File: src/rtl/prbs_derandomizer_if.sv
// 1-bit valid/ready stream bundle around the PRBS derandomizer: the input side
// (randomized bits in) and the output side (derandomized bits plus block-last marker).
interface prbs_derandomizer_if;
  logic in_valid;
  logic in_data;
  logic in_ready;
  logic out_valid;
  logic out_data;
  logic out_last;
  logic out_ready;

  // master: the surrounding datapath (upstream source and downstream sink)
  modport master (
    output in_valid, in_data, out_ready,
    input  in_ready, out_valid, out_data, out_last
  );

  // slave: the derandomizer itself
  modport slave (
    input  in_valid, in_data, out_ready,
    output in_ready, out_valid, out_data, out_last
  );
endinterface

File: src/rtl/prbs_derandomizer.sv
// Receive-side 802.16 PRBS derandomizer (1 + x^14 + x^15), re-seeded at every
// BLOCK_LEN-bit block boundary, with a single registered output stage.
module prbs_derandomizer #(
  parameter int          BLOCK_LEN = 96,
  parameter logic [14:0] SEED      = 15'h3715
) (
  input  logic                  clk,
  input  logic                  resetN,
  input  logic                  clear,
  prbs_derandomizer_if.slave    s
);

  localparam int            CW       = $clog2(BLOCK_LEN);
  localparam logic [CW-1:0] LAST_CNT = CW'(BLOCK_LEN - 1);

  typedef enum logic [1:0] {IDLE, RUN, LOAD} state_t;

  state_t        state, state_nxt;
  logic [14:0]   lfsr, lfsr_nxt;
  logic [CW-1:0] cnt, cnt_nxt;

  logic out_valid_q, out_data_q, out_last_q;
  logic in_ready;
  logic accept;
  logic fb;
  logic is_last;

  // out_ready -> in_ready is deliberately combinational so the single output
  // register can refill in the same cycle it drains.
  assign in_ready = (state != LOAD) && !clear && (!out_valid_q || s.out_ready);
  assign accept   = s.in_valid && in_ready;
  assign fb       = lfsr[13] ^ lfsr[14];
  assign is_last  = (state == RUN) && (cnt == LAST_CNT);

  always_ff @(posedge clk or negedge resetN) begin
    // NOTE: sequential state uses non-blocking assignments only; blocking here
    // would let later statements see this cycle's new values and break ordering.
    if (!resetN) begin
      state <= IDLE;
      lfsr  <= SEED;
      cnt   <= '0;
    end else begin
      state <= state_nxt;
      lfsr  <= lfsr_nxt;
      cnt   <= cnt_nxt;
    end
  end

  always_comb begin
    // NOTE: every output of this block gets a default first, so no path can
    // leave one unassigned and infer a latch.
    state_nxt = state;
    lfsr_nxt  = lfsr;
    cnt_nxt   = cnt;

    if (clear) begin
      state_nxt = LOAD;
      lfsr_nxt  = SEED;
      cnt_nxt   = '0;
    end else begin
      unique case (state)
        IDLE: begin
          if (accept) begin
            lfsr_nxt  = {lfsr[13:0], fb};
            cnt_nxt   = CW'(1);
            state_nxt = RUN;
          end
        end
        RUN: begin
          if (accept) begin
            lfsr_nxt = {lfsr[13:0], fb};
            if (is_last) begin
              state_nxt = LOAD;
            end else begin
              cnt_nxt = cnt + CW'(1);
            end
          end
        end
        LOAD: begin
          lfsr_nxt  = SEED;
          cnt_nxt   = '0;
          state_nxt = IDLE;
        end
        default: begin
          state_nxt = IDLE;
          lfsr_nxt  = SEED;
          cnt_nxt   = '0;
        end
      endcase
    end
  end

  // Output stage: a held bit survives clear and drains normally; only reset drops it.
  always_ff @(posedge clk or negedge resetN) begin
    if (!resetN) begin
      out_valid_q <= 1'b0;
      out_data_q  <= 1'b0;
      out_last_q  <= 1'b0;
    end else if (accept) begin
      out_valid_q <= 1'b1;
      out_data_q  <= s.in_data ^ fb;
      out_last_q  <= is_last;
    end else if (s.out_ready) begin
      out_valid_q <= 1'b0;
    end
  end

  assign s.in_ready  = in_ready;
  assign s.out_valid = out_valid_q;
  assign s.out_data  = out_data_q;
  assign s.out_last  = out_last_q;

endmodule

File: src/flat_wrapper.sv
// flat-port wrapper written by rule: the top's interface ports become plain ports
module prbs_derandomizer_flat 
#(
  parameter int          BLOCK_LEN = 96,
  parameter logic [14:0] SEED      = 15'h3715
)
  (clk, resetN, clear, s_in_valid, s_in_data, s_out_ready, s_in_ready, s_out_valid, s_out_data, s_out_last);
  prbs_derandomizer_if s_i ();
  input  logic clk;
  input  logic resetN;
  input  logic clear;
  input wire logic [$bits(s_i.in_valid)-1:0] s_in_valid;
  input wire logic [$bits(s_i.in_data)-1:0] s_in_data;
  input wire logic [$bits(s_i.out_ready)-1:0] s_out_ready;
  output wire logic [$bits(s_i.in_ready)-1:0] s_in_ready;
  output wire logic [$bits(s_i.out_valid)-1:0] s_out_valid;
  output wire logic [$bits(s_i.out_data)-1:0] s_out_data;
  output wire logic [$bits(s_i.out_last)-1:0] s_out_last;
  assign s_i.in_valid = s_in_valid;
  assign s_i.in_data = s_in_data;
  assign s_i.out_ready = s_out_ready;
  assign s_in_ready = s_i.in_ready;
  assign s_out_valid = s_i.out_valid;
  assign s_out_data = s_i.out_data;
  assign s_out_last = s_i.out_last;
  prbs_derandomizer #(.BLOCK_LEN(BLOCK_LEN), .SEED(SEED)) u_core (.clk(clk), .resetN(resetN), .clear(clear), .s(s_i));
endmodule
File: config.mk
export PLATFORM = sky130hd
export DESIGN_NAME = prbs_derandomizer_flat
export DESIGN_NICKNAME = d
export VERILOG_FILES = /design/src/rtl/prbs_derandomizer_if.sv /design/src/rtl/prbs_derandomizer.sv /design/src/flat_wrapper.sv
export SDC_FILE = /design/constraint.sdc
export NUM_CORES = 1
export LEC_CHECK = 0
export CAP_MARGIN = 40
export CORE_ASPECT_RATIO = 1.5
export CORE_MARGIN = 10
export CORE_UTILIZATION = 57
export CTS_BUF_LIST = sky130_fd_sc_hd__clkbuf_8
export CTS_CLUSTER_DIAMETER = 60
export DETAILED_ROUTE_END_ITERATION = 8
export HOLD_SLACK_MARGIN = 0.05
export PLACE_DENSITY = 0.75
export SYNTH_ARGS = -nofsm -noshare
export SYNTH_HDL_FRONTEND = slang
export SYNTH_SLANG_ARGS = --single-unit
File: constraint.sdc
create_clock -name clk -period 2.4 [get_ports clk]
set_clock_uncertainty 0.1 [all_clocks]
set_input_delay 0.6 -clock clk [delete_from_list [all_inputs] [get_ports clk]]
set_output_delay 0.6 -clock clk [all_outputs]
set_load 0.005 [all_outputs]
==> impl_metrics.json <==
{
  "wirelength_um": 2590,
  "multiInputGateArea_um2": 557,
  "path_delay_family": "buffers and inverters",
  "end_kind": "primary output",
  "status": "finished clean",
  "vias_per_cell": 5.83,
  "clk_pin_slew_worst_paths_ns": 0.09,
  "slowest_stage": "clkdlybuf4s50_1",
  "power.leakage_nw": 0.629,
  "ir_drop_uv": 444,
  "maxSlewHeadroom_pct": 63.6,
  "gr-usage-all-layers_pct": 12.2,
  "cts_buffers": 3,
  "slew_violations": 0,
  "synth-edff-count": 0,
  "crit_chain": "clkdlybuf4s50_1 -> a21o_1 -> nor2_1 -> dlygate4sd2_1",
  "drc": 0,
  "cts_setup_buffers": 0,
  "synth_nets": 145,
  "drive_gt1_share_pct": 17.2,
  "dp_hpwl_um": 1890,
  "firstDrtPassIters": 4,
  "finalCriticalPeriod_ns": 2.22,
  "cts_tree": "yes",
  "grt_pass1_vias": 1039,
  "yosysUniqueCellTypes": 38,
  "antenna_found_initial": 0,
  "wl_per_cell_um": 14.9,
  "postSynthAreaPerCell_um2": 9.47,
  "crit_required_ns": 1.70,
  "ys_seq_area_share_pct": 52.5,
  "syn_area_um2": 1310,
  "ioPinCount": 10,
  "place_worst_setup_slack_ns": -0.110,
  "async_reset_ff_share_pct": 100,
  "syn_inst": 138,
  "clock-sinks": 27,
  "die_w_um": 59.1,
  "io_buffers": 9,
  "ctsLongestPathBuffers": 2,
  "setup_violations": 0,
  "ys_warn_count": 0,
  "synth_top_area_share_pct": 36.4,
  "start_util_pct": 59.2,
  "max_slew.worst_pin.slew_ns": 0.546,
  "fin_area_um2": 1490,
  "synthTopCellsByArea": "dfrtp_1 (36%), dfstp_2 (16%), nand2_1 (10%)",
  "max_freq_mhz": 450,
  "clockRootBuffer": "clkbuf_8",
  "grt_setup_unrepaired": "false",
  "seq_area_um2": 686,
  "powerDensity_nw_per_um2": 568,
  "final_hold_viol_count": 0,
  "grt_first_pass_wirelength_um": 4640,
  "grt_max_degree": 28,
  "clk_latency_ns": 0.26,
  "yosysTopAreaCell": "dfrtp_1",
  "rows": 21,
  "antennaDiodeCount": 0,
  "path_class": "input port to primary output",
  "drv_cap": 0,
  "grt_overflow": 0,
  "synth_ff_type": "dfrtp_1",
  "finalSetupTns_ns": 0,
  "core-area_um2": 2210,
  "crit_buf_inv": 2,
  "fillers": 192,
  "synth.most_common_cell": "nand2_1",
  "fin_ws_ns": 0.175,
  "nNetsFinal": 159,
  "placed_area_um2": 1450,
  "arrival_ns": 1.52,
  "die_y_um": 78.6,
  "synth_common_cells": "nand2_1 (35), dfrtp_1 (19), nand3_1 (12), a21oi_1 (10), dfstp_2 (8)",
  "cts_max_level": 1,
  "dieArea_um2": 4650,
  "syn2layout_area_growth_pct": 14.4,
  "synth-seq-cells": 27,
  "min_path_type": "flop to flop",
  "dr.first_iter.drc_count": 29,
  "holdWs_ns": 0.389,
  "fin_crit_sh_pct": 92.7,
  "route.vias.total": 1014,
  "cp_max_fo": 2,
  "place.gp.congestion": 0.881,
  "crit_path_start_kind": "input port",
  "slowest_delay_ns": 0.42,
  "dp.cells": 170,
  "ant_nets": 0,
  "final_cells": 174
}
[registers in the layout, indices dropped and copies added (netlist names)]
signal and flops:
u_core.lfsr 15, u_core.cnt 7, u_core.state 2, u_core.s.out_data 1, u_core.s.out_last 1, u_core.s.out_valid 1
[path summary, 6_finish.rpt]
check,startpoint,endpoint,slack [ns],cells after the start
max,clear,s_in_ready,0.18,4
min,u_core.lfsr[12]$_DFFE_PN1P_,u_core.lfsr[13]$_DFFE_PN1P_,0.39,2
max reg2reg,u_core.cnt[0]$_DFFE_PN0P_,u_core.state[0]$_DFFE_PN0P_,0.55,5
min reg2reg,u_core.lfsr[12]$_DFFE_PN1P_,u_core.lfsr[13]$_DFFE_PN1P_,0.39,2
max in group asynchronous,resetN,u_core.lfsr[4]$_DFFE_PN1P_,1.30,2
min in group asynchronous,resetN,u_core.cnt[6]$_DFFE_PN0P_,0.60,2
[area by class of cell]
| type | count | share of cell area [%] |
|---|---|---|
| well taps | 23 | 1.93 |
| inverters | 4 | 1.01 |
| clock inverters | 1 | 0.335 |
| flip-flops and latches | 27 | 45.9 |
| multi-input cells | 99 | 37.3 |
| clock buffers | 3 | 2.76 |
| repair buffers | 17 | 10.8 |
[kinds of logic after synthesis]
logic type | synth area share [%]
DFF | 52.5
and+or+nand+nor | 25.6
buffers and inverters | 4.88
adders and majority gates | 0.958
xor gates and xnor gates | 1.34
muxes | 1.53
AOI/OAI and AO/OA | 13.2
[worst min-delay path, cell delays in order, from the launching register on]
cell     delay, ns
dfstp_2       0.38
nand2_1       0.05
nand3_1       0.07
[cell usage in the layout (no fill, tap or decap), types with 2 or more instances in the layout]
cell type,n
inv_1,4
o21ai_1,2
clkbuf_8,3
a21oi_1,10
a211oi_1,2
clkdlybuf4s50_1,8
a31oi_1,2
dfstp_2,8
nand3_1,12
o31ai_1,2
o21ai_0,6
mux2i_1,2
o211ai_1,2
buf_4,7
nand2_1,35
dfrtp_1,19
nor2_1,4
[what timing repair did]
item,CTS,global route
gates resized for setup,1,0
hold buffers,0,0
setup endpoints to repair,1,0
[metal layers]
layer,vias to the layer above,track usage [%],part of all wire (%)
met5,-,0,0
met4,0,4.84,1.4
met3,4,2.58,3.3
met2,12,21.0,52
met1,499,14.0,44
li1,499,-,-
[where the power goes]
group	switching, mW	internal [mW]
Clock	0.130	0.116
Combinational	0.0618	0.0512
Sequential	0.0124	0.478
[stage by stage]
stage | utilization [%] | power (mW)
after global placement | 65.6 | 0.610
after CTS | 67.7 | 0.864
after detailed placement | 65.6 | 0.614
after floorplan | - | 0.557
after global routing | 67.7 | 0.894
final | 67.7 | 0.849
Power figures use the tool's default switching activity.
